File: src/rtl/hilo_div_unit_if.sv
// HI/LO divider pipeline-facing bundle: divide request, mthi/mtlo, mfhi/mflo
// hazard and result/status returns.
interface hilo_div_unit_if #(
    parameter int WIDTH = 32
);
    logic             start;
    logic             signed_op;
    logic [WIDTH-1:0] dividend;
    logic [WIDTH-1:0] divisor;
    logic             hilo_rd;
    logic             hi_we;
    logic             lo_we;
    logic [WIDTH-1:0] wdata;
    logic [WIDTH-1:0] hi;
    logic [WIDTH-1:0] lo;
    logic             busy;
    logic             done;
    logic             div_by_zero;
    logic             stall;

    modport master (
        output start,
        output signed_op,
        output dividend,
        output divisor,
        output hilo_rd,
        output hi_we,
        output lo_we,
        output wdata,
        input  hi,
        input  lo,
        input  busy,
        input  done,
        input  div_by_zero,
        input  stall
    );

    modport slave (
        input  start,
        input  signed_op,
        input  dividend,
        input  divisor,
        input  hilo_rd,
        input  hi_we,
        input  lo_we,
        input  wdata,
        output hi,
        output lo,
        output busy,
        output done,
        output div_by_zero,
        output stall
    );
endinterface

File: src/rtl/hilo_div_unit.sv
// Iterative restoring divider owning HI/LO; one quotient bit per cycle.
// Define HILO_DIV_SIGNED_EN to honour signed_op (div); otherwise all divu.
module hilo_div_unit #(
    parameter int WIDTH = 32,
    parameter int CNT_W = $clog2(WIDTH + 1)
) (
    input logic            clk,
    input logic            rst,
    hilo_div_unit_if.slave bus
);

    typedef enum logic [1:0] {
        IDLE,
        RUN,
        FIX
    } state_t;

    state_t           state;
    logic [WIDTH-1:0] rem;
    logic [WIDTH-1:0] dvd;
    logic [WIDTH-1:0] dsr;
    logic [CNT_W-1:0] cnt;
    logic             dz;
    logic [WIDTH-1:0] hi_r;
    logic [WIDTH-1:0] lo_r;
    logic             busy_r;
    logic             done_r;
    logic             dbz_r;

    logic [WIDTH:0]   rem_sh;
    logic [WIDTH-1:0] rem_sub;
    logic             take;
    logic [WIDTH-1:0] mag_a;
    logic [WIDTH-1:0] mag_b;
    logic [WIDTH-1:0] q_fix;
    logic [WIDTH-1:0] r_fix;

    // Guard bit keeps the shifted remainder compare exact before subtracting.
    assign rem_sh  = {rem, dvd[WIDTH-1]};
    assign take    = rem_sh >= {1'b0, dsr};
    assign rem_sub = rem_sh[WIDTH-1:0] - dsr;

`ifdef HILO_DIV_SIGNED_EN
    logic sgn_a;
    logic sgn_b;
    logic neg_q;
    logic neg_r;

    assign sgn_a = bus.signed_op & bus.dividend[WIDTH-1];
    assign sgn_b = bus.signed_op & bus.divisor[WIDTH-1];
    assign mag_a = sgn_a ? -bus.dividend : bus.dividend;
    assign mag_b = sgn_b ? -bus.divisor : bus.divisor;
    assign q_fix = neg_q ? -dvd : dvd;
    assign r_fix = neg_r ? -rem : rem;

    always_ff @(posedge clk or posedge rst) begin
        if (rst) begin
            neg_q <= 1'b0;
            neg_r <= 1'b0;
        end else if (state == IDLE && bus.start) begin
            neg_q <= sgn_a ^ sgn_b;
            neg_r <= sgn_a;
        end
    end
`else
    assign mag_a = bus.dividend;
    assign mag_b = bus.divisor;
    assign q_fix = dvd;
    assign r_fix = rem;
`endif

    always_ff @(posedge clk or posedge rst) begin
        if (rst) begin
            state  <= IDLE;
            rem    <= '0;
            dvd    <= '0;
            dsr    <= '0;
            cnt    <= '0;
            dz     <= 1'b0;
            hi_r   <= '0;
            lo_r   <= '0;
            busy_r <= 1'b0;
            done_r <= 1'b0;
            dbz_r  <= 1'b0;
        end else begin
            done_r <= 1'b0;
            unique case (state)
                IDLE: begin
                    if (bus.hi_we) hi_r <= bus.wdata;
                    if (bus.lo_we) lo_r <= bus.wdata;
                    if (bus.start) begin
                        rem    <= '0;
                        dvd    <= mag_a;
                        dsr    <= mag_b;
                        dz     <= (bus.divisor == '0);
                        cnt    <= CNT_W'(WIDTH);
                        busy_r <= 1'b1;
                        state  <= RUN;
                    end
                end
                RUN: begin
                    rem <= take ? rem_sub : rem_sh[WIDTH-1:0];
                    dvd <= {dvd[WIDTH-2:0], take};
                    cnt <= cnt - 1'b1;
                    if (cnt == CNT_W'(1)) state <= FIX;
                end
                FIX: begin
                    // Zero divisor leaves |dividend| in rem; quotient forced to ones.
                    hi_r   <= r_fix;
                    lo_r   <= dz ? '1 : q_fix;
                    dbz_r  <= dz;
                    done_r <= 1'b1;
                    busy_r <= 1'b0;
                    state  <= IDLE;
                end
                default: state <= IDLE;
            endcase
        end
    end

    assign bus.hi          = hi_r;
    assign bus.lo          = lo_r;
    assign bus.busy        = busy_r;
    assign bus.done        = done_r;
    assign bus.div_by_zero = dbz_r;
    assign bus.stall       = busy_r & (bus.hilo_rd | bus.hi_we | bus.lo_we);

endmodule

File: src/flat_wrapper.sv
// flat-port wrapper written by rule: the top's interface ports become plain ports
module hilo_div_unit_flat 
#(
    parameter int WIDTH = 32,
    parameter int CNT_W = $clog2(WIDTH + 1)
)
  (clk, rst, bus_start, bus_signed_op, bus_dividend, bus_divisor, bus_hilo_rd, bus_hi_we, bus_lo_we, bus_wdata, bus_hi, bus_lo, bus_busy, bus_done, bus_div_by_zero, bus_stall);
  hilo_div_unit_if #(.WIDTH(WIDTH)) bus_i ();
  input logic clk;
  input logic rst;
  input wire logic [$bits(bus_i.start)-1:0] bus_start;
  input wire logic [$bits(bus_i.signed_op)-1:0] bus_signed_op;
  input wire logic [$bits(bus_i.dividend)-1:0] bus_dividend;
  input wire logic [$bits(bus_i.divisor)-1:0] bus_divisor;
  input wire logic [$bits(bus_i.hilo_rd)-1:0] bus_hilo_rd;
  input wire logic [$bits(bus_i.hi_we)-1:0] bus_hi_we;
  input wire logic [$bits(bus_i.lo_we)-1:0] bus_lo_we;
  input wire logic [$bits(bus_i.wdata)-1:0] bus_wdata;
  output wire logic [$bits(bus_i.hi)-1:0] bus_hi;
  output wire logic [$bits(bus_i.lo)-1:0] bus_lo;
  output wire logic [$bits(bus_i.busy)-1:0] bus_busy;
  output wire logic [$bits(bus_i.done)-1:0] bus_done;
  output wire logic [$bits(bus_i.div_by_zero)-1:0] bus_div_by_zero;
  output wire logic [$bits(bus_i.stall)-1:0] bus_stall;
  assign bus_i.start = bus_start;
  assign bus_i.signed_op = bus_signed_op;
  assign bus_i.dividend = bus_dividend;
  assign bus_i.divisor = bus_divisor;
  assign bus_i.hilo_rd = bus_hilo_rd;
  assign bus_i.hi_we = bus_hi_we;
  assign bus_i.lo_we = bus_lo_we;
  assign bus_i.wdata = bus_wdata;
  assign bus_hi = bus_i.hi;
  assign bus_lo = bus_i.lo;
  assign bus_busy = bus_i.busy;
  assign bus_done = bus_i.done;
  assign bus_div_by_zero = bus_i.div_by_zero;
  assign bus_stall = bus_i.stall;
  hilo_div_unit #(.WIDTH(WIDTH), .CNT_W(CNT_W)) u_core (.clk(clk), .rst(rst), .bus(bus_i));
endmodule
File: config.mk
export PLATFORM = sky130hd
export DESIGN_NAME = hilo_div_unit_flat
export DESIGN_NICKNAME = d
export VERILOG_FILES = /design/src/rtl/hilo_div_unit_if.sv /design/src/rtl/hilo_div_unit.sv /design/src/flat_wrapper.sv
export SDC_FILE = /design/constraint.sdc
export NUM_CORES = 1
export LEC_CHECK = 0
export BUFFER_PORTS_ARGS = -buffer_cell sky130_fd_sc_hd__buf_2
export CORE_UTILIZATION = 55
export CTS_CLUSTER_SIZE = 28
export DETAILED_ROUTE_END_ITERATION = 8
export PLACE_DENSITY = 0.79
export SLEW_MARGIN = 20
export SYNTH_ARGS = -nofsm -noshare
export SYNTH_HDL_FRONTEND = slang
export SYNTH_SLANG_ARGS = --single-unit
File: constraint.sdc
create_clock -name clk -period 8.85 [get_ports clk]
set_input_delay 0.4425 -clock clk [delete_from_list [all_inputs] [get_ports clk]]
set_output_delay 0.4425 -clock clk [all_outputs]
set_load 0.1 [all_outputs]
==> results.tsv, run 1 <==
metric	value	unit
worstMarginPinSlew	1.11	ns
gp_congestion	0.880	
min_period	3.67	ns
dr_total_vias	9038	
crit_family	compound AO/OA/AOI/OAI gates	
ant_nets	0	
root_buffer	clkbuf_16	
crit_required	9.16	ns
synth.most_common_cell	dfrtp_1	
grt_max_degree	96	
die_h	135	um
grt_pass1_wl	42700	um
cp_common_cell	and3_1	
crit_fanout	53	
ys_warn_count	0	
synthFlopType	dfrtp_1	
dieWidth	135	um
ioPinCount	171	
fmaxAchievable	272	MHz
clk_path_buf_depth	2	
hold_buffers	0	
crit_buf_inv	0	
drc	0	
async_flop_share	100	%
max_stage_delay	0.92	ns
grt.overflow.total	0	
coreArea	17300	um^2
grt_pass1_vias	8238	
yosys-top-cells-count	dfrtp_1 (172), nand2_1 (165), nor2_1 (101)	
design.die.area	18300	um^2
cts_setup_buffers	0	
drt_wl_total	26700	um
clk_latency	0.44	ns
netlist_instances	1131	
crit_type	flip-flop to flip-flop	
htreeDepth	4	
synth_fp_nets	1269	
cts.sinks	172	
cp-start-kind	flip-flop	
ys_seq_area_share	44.1	%
regArea	4300	um^2
period_share	41.5	%
antenna_found_initial	1	
via_per_inst	6.07	
grt_usage	29.8	%
synth.avg_cell_area	8.62	um^2
dr.first_iter.drc_count	766	
critical_path.slowest_cell	o21a_2	
setup_viol	0	
layout-drive-gt1-share	18.5	%
synthesis.area	9750	um^2
nets	1387	
synth_seq_cells	172	
slew_headroom	26.1	%
cts.repair.resized	0	
finClkSkew	0.0151	ns
status	complete, no violations	
yosys.area.top_type	dfrtp_1	
synth_top_area_share	44.1	%
fillCellCount	1436	
wire_per_inst	17.9	um
cts_buffers	17	
rows	48	
yosys.cell_types.count	70	
synth-edff-count	0	
crit_arrival	3.98	ns
finalMaxSlewViolations	0	
rsz0062_at_grt	no	
drv_cap	0	
numPortBuffers	169	
hp-class	primary input to async pin	
detailed_place_hpwl	18500	um
crit_chain	ha_1 > and3_1 > and3_1 > a21boi_4 > o21a_4 > a311oi_4 > o21a_2 > nand2b_1 > o21ai_0	
start_util	56.4	%
clkTransAtPathRegs	0.07	ns
setup-tns-final	0	ns
synth_area_leaders	dfrtp_1 (44%), nand2_1 (6.4%), o21ai_0 (4.4%)	
multi_input_area	5010	um^2
drtPass1Iterations	7	
cp-end-kind	flip-flop	
area_delta_synth_final	15.7	%
cts_tree	built	
hold_viol	0	
-- cells in the final DEF, fill, tap and decap left out, types with 12 or more instances in the layout --
cell type and instances:
dfrtp_1 172, buf_2 169, nand2_1 165, nor2_1 100
o21ai_0 86, a21oi_1 57, nor3_1 39, o31ai_1 38
inv_1 38, nor2b_1 36, ha_1 34, a22oi_1 33
nand3_1 27, a31oi_1 25, clkbuf_16 17, xnor2_1 16
o311ai_1 14, a21o_1 12, o21ai_1 12, a32oi_1 12
-- worst register-to-register path, cell delays in order (launching register included) --
cell and delay, ns:
dfrtp_1 0.46, ha_1 0.45, and3_1 0.25, and3_1 0.20, a21boi_4 0.16, o21a_4 0.26, a311oi_4 0.33, o21a_2 0.92
nand2b_1 0.39, o21ai_0 0.13
-- stage by stage --
| step | cell area (um^2) | hold WS (ns) | utilization (%) | worst slack, ns | instances |
|---|---|---|---|---|---|
| global route | 11300 | 0.227 | 65.2 | 4.96 | 1487 |
| floorplan | 9750 | 0.446 | - | 3.75 | 1131 |
| detailed placement | 10700 | 0.461 | 61.7 | 5.21 | 1455 |
| finish | 11300 | 0.175 | 65.2 | 5.18 | 1488 |
| CTS | 11300 | 0.212 | 65.2 | 5.19 | 1487 |
| global placement | 10700 | 0.454 | 61.7 | 5.27 | 1455 |
-- final cells by class --
class,instances,area share (%)
Timing Repair Buffer,179,8.16
Antenna cell,1,0.0222
Clock buffer,18,3.80
Multi-Input combinational cell,839,44.4
Sequential cell,172,38.1
Inverter,40,1.38
Tap cell,225,2.50
Clock inverter,14,1.63
-- metal layers --
| layer | part of all wire, % | track usage, % | vias to the layer above |
|---|---|---|---|
| li1 | - | - | 4274 |
| met1 | 44 | 42.8 | 4309 |
| met2 | 45 | 46.0 | 418 |
| met3 | 8.2 | 5.16 | 37 |
| met4 | 1.8 | 9.55 | 0 |
| met5 | 0 | 0 | - |
-- cells by family (layout without fill, tap and decap cells) --
family          after synthesis  count (layout)  share of synthesized area [%]
xor+xnor                     25              25                           2.25
simple gates                424             424                           19.7
flops                       172             172                           44.1
buf+inv                     120             251                           5.07
other cells                   0               1                              0
fa+ha+maj                    35              35                           4.57
compound gates              345             345                           23.2
mux                          10              10                           1.03
-- flip-flops by register name, summed over array words and instances (netlist names), 2 cells and up --
| register | flops |
|---|---|
| u_core.cnt | 6 |
| u_core.r_fix | 32 |
| u_core.bus.hi | 32 |
| u_core.dvd | 32 |
| u_core.state | 2 |
| u_core.bus.lo | 32 |
| u_core.dsr | 32 |
-- path summary, 6_finish.rpt --
check,from,endpoint,slack [ns],depth (start not counted)
min in group clk,bus_divisor[15],u_core.dsr[15],0.22,3
worst min-delay path,rst,u_core.bus.lo[1],0.18,2
max in group asynchronous,rst,u_core.r_fix[31],7.16,3
worst max register to register,u_core.r_fix[6],u_core.r_fix[19],5.18,9
worst min register to register,u_core.bus.lo[9],u_core.bus.lo[9],0.47,2
worst max-delay path,u_core.r_fix[6],u_core.r_fix[19],5.18,9
Power of run 1 is not shown: default switching activity piles up to over one toggle a cycle in this logic, so the estimate is an artifact.
==> run 2: changes to the inputs <==
--- a/config.mk
+++ b/config.mk
@@ -5,11 +5,12 @@
 export SDC_FILE = /design/constraint.sdc
 export NUM_CORES = 1
 export LEC_CHECK = 0
+export ABC_AREA = 1
 export BUFFER_PORTS_ARGS = -buffer_cell sky130_fd_sc_hd__buf_2
-export CORE_UTILIZATION = 55
+export CORE_UTILIZATION = 52
 export CTS_CLUSTER_SIZE = 28
 export DETAILED_ROUTE_END_ITERATION = 8
-export PLACE_DENSITY = 0.79
+export PLACE_DENSITY = 0.77
 export SLEW_MARGIN = 20
 export SYNTH_ARGS = -nofsm -noshare
 export SYNTH_HDL_FRONTEND = slang
==> constraint.sdc (replaced) <==
create_clock -name clk -period 3.2 [get_ports clk]
set_input_delay 0.16 -clock clk [delete_from_list [all_inputs] [get_ports clk]]
set_output_delay 0.16 -clock clk [all_outputs]
set_load 0.1 [all_outputs]
==> run 2 against run 1 <==
Net effect: the run now ends with negative hold slack left; clock-buffer cell count grew 2; synthesized area grew 6.4%; hold slack lost 0.18 ns; global-route usage is essentially flat; register-to-register slack lost 4.5 ns; first-iteration DRC count shrank 3.5%; critical path depth grew 4; critical path type unchanged; synthesized cell count grew 28%; flip-flop and latch count is the same.
==> results.tsv, run 2 <==
metric	value	unit
status	finished with violations	
failed_checks	negative hold slack	
endpoint	u_core.r_fix[25]	
period_share	78.6	%
area_delta_synth_final	21.0	%
drv_cap	0	
setup-tns-final	0	ns
power_density	345	nW/um^2
hold_buffers	59	
cts_tree	built	
dr.first_iter.drc_count	739	
die_h	143	um
crit_required	3.52	ns
rows	51	
r2r_setup_slack	0.69	ns
grt_usage	29.9	%
antenna_found_initial	0	
grt_use_met2	49.1	%
wire_per_inst	15.4	um
netlist_instances	1452	
min_period	2.51	ns
ant_nets	0	
slew_headroom	38.5	%
yosys.cell_types.count	42	
drt_wl_total	29800	um
gp_congestion	0.921	
drtPass1Iterations	5	
mostFrequentLayoutCell	nand2_1	
yosys.area.top_type	dfrtp_1	
fmaxAchievable	398	MHz
synth_top_area_share	41.5	%
synthFlopType	dfrtp_1	
clk_latency	0.44	ns
ioPinCount	171	
grt.overflow.total	0	
cts.sinks	172	
synth_seq_cells	172	
synth_area_leaders	dfrtp_1 (41%), nand2_1 (18%), inv_1 (7.7%)	
design.die.area	20500	um^2
final_cell_mix	nand2_1 (484), inv_1 (210), dfrtp_1 (172)	
synthesis.area	10400	um^2
layout-drive-gt1-share	15.6	%
ys_warn_count	0	
dr_total_vias	10200	
cp-start-kind	flip-flop	
grt_pass1_wl	47000	um
coreArea	19500	um^2
nets	1792	
start_util	53.2	%
clk_path_buf_depth	2	
htreeDepth	4	
instances_no_fill	1932	
power.total	4.34	mW
cp-end-kind	flip-flop	
synth-edff-count	0	
dieWidth	143	um
grt_max_degree	173	
grt-busiest-layer	met2	
synth.avg_cell_area	7.15	um^2
met3_usage	5.43	%
hp-class	primary input to async pin	
grt_pass1_vias	9584	
cts.repair.resized	0	
worstSetupStartpoint	u_core.r_fix[21]	
numPortBuffers	169	
async_flop_share	100	%
cts_setup_buffers	0	
via_per_inst	5.28	
worstMarginPinSlew	0.922	ns
synth_fp_nets	1590	
dp.cells	1841	
setup_viol	0	
crit_fanout	33	
ys_seq_area_share	41.5	%
synth.most_common_cell	nand2_1	
rr_worst_depth	13	
use_met1	39.4	%
r2r_start	u_core.r_fix[21]	
clkTransAtPathRegs	0.07	ns
fillCellCount	1751	
peakVddDrop	0.334	mV
rsz0062_at_grt	no	
crit_type	flip-flop to flip-flop	
antenna_cells	0	
holdWs	-0.00190	ns
finalMaxSlewViolations	0	
leakagePower	6.64	nW
drc	0	
yosys-top-cells-count	nand2_1 (484), inv_1 (212), dfrtp_1 (172)	
hold_viol	3	
finClkSkew	0.0123	ns
cts_buffers	17	
crit_arrival	2.84	ns
root_buffer	clkbuf_16	
regToRegEndpoint	u_core.r_fix[25]	
detailed_place_hpwl	21400	um
==> run 2: cell count changes in the layout (fill, tap and decap cells not counted), sizes merged, moves of 33 or more <==
cell,change
nand3,+81
inv,+176
a21oi,-39
nand2,+332
a22oi,-33
dlygate4sd3,+59
o31ai,-39
nor2b,-39
==> run 2: kinds of logic after synthesis <==
group                      count (synthesis)  synth area share (%)
muxes                                      2                 0.193
and+or+nand+nor                          773                  32.1
adders and majority gates                 35                  4.29
buffers and inverters                    279                  10.8
DFF                                      172                  41.5
xor gates and xnor gates                  14                  1.18
AOI/OAI and AO/OA                        177                  9.98
==> run 2: power breakdown <==
| group | internal [mW] | leakage [nW] | switching [mW] |
|---|---|---|---|
| Sequential | 2.17 | 2.08 | 0 |
| Clock | 1.04 | 0.270 | 0.926 |
| Combinational | 0.100 | 4.30 | 0.101 |
==> run 2: final cells by class <==
| type | count | area [um^2] | share of cell area (%) |
|---|---|---|---|
| clock inverters | 12 | 105 | 0.837 |
| well taps | 265 | 332 | 2.64 |
| flip-flops and latches | 172 | 4300 | 34.3 |
| repair buffers | 241 | 1550 | 12.3 |
| clock buffers | 20 | 447 | 3.56 |
| inverters | 221 | 833 | 6.64 |
| multi-input cells | 1001 | 4990 | 39.7 |
==> run 2: critical path: stages, from the launching register on <==
cell     delay (ns)
dfrtp_1        0.43
ha_1           0.40
nand2_1        0.10
nand2_1        0.10
nand2_1        0.08
nand2_1        0.09
a21oi_2        0.19
nor2_4         0.07
nor2_8         0.33
nand2_8        0.21
nand2_1        0.21
nand2_1        0.07
nand2_1        0.06
nand2_1        0.04
==> run 2: stage by stage <==
| step | util (%) | cell area [um^2] | setup WS [ns] |
|---|---|---|---|
| 2_1_floorplan | - | 10400 | 0.520 |
| 3_3_place_gp | 58.5 | 11400 | 0.757 |
| 3_5_place_dp | 58.5 | 11400 | 0.729 |
| 4_1_cts | 64.3 | 12600 | 0.721 |
| 5_1_grt | 64.3 | 12600 | 0.502 |
| 6_report | 64.3 | 12600 | 0.686 |
==> run 2: worst min-delay path by stage <==
stage	startpoint	to	slack [ns]	cells after the start
CTS	bus_dividend[30]	u_core.dvd[30]	0.001	3
global placement	bus_divisor[21]	u_core.dsr[21]	0.38	3
floorplan	bus_divisor[16]	u_core.dsr[16]	0.28	2
detailed placement	bus_divisor[31]	u_core.dsr[31]	0.39	3
global route	bus_dividend[28]	u_core.dvd[28]	0.02	3
finish	rst	u_core.bus.lo[4]	-0.002	3
==> run 2: per-layer routing <==
metal	up-vias	wire length (um)
met5	-	0
met4	0	753
met3	57	2140
met2	424	13700
met1	4697	13200
li1	5017	-
Power figures use the tool's default switching activity.
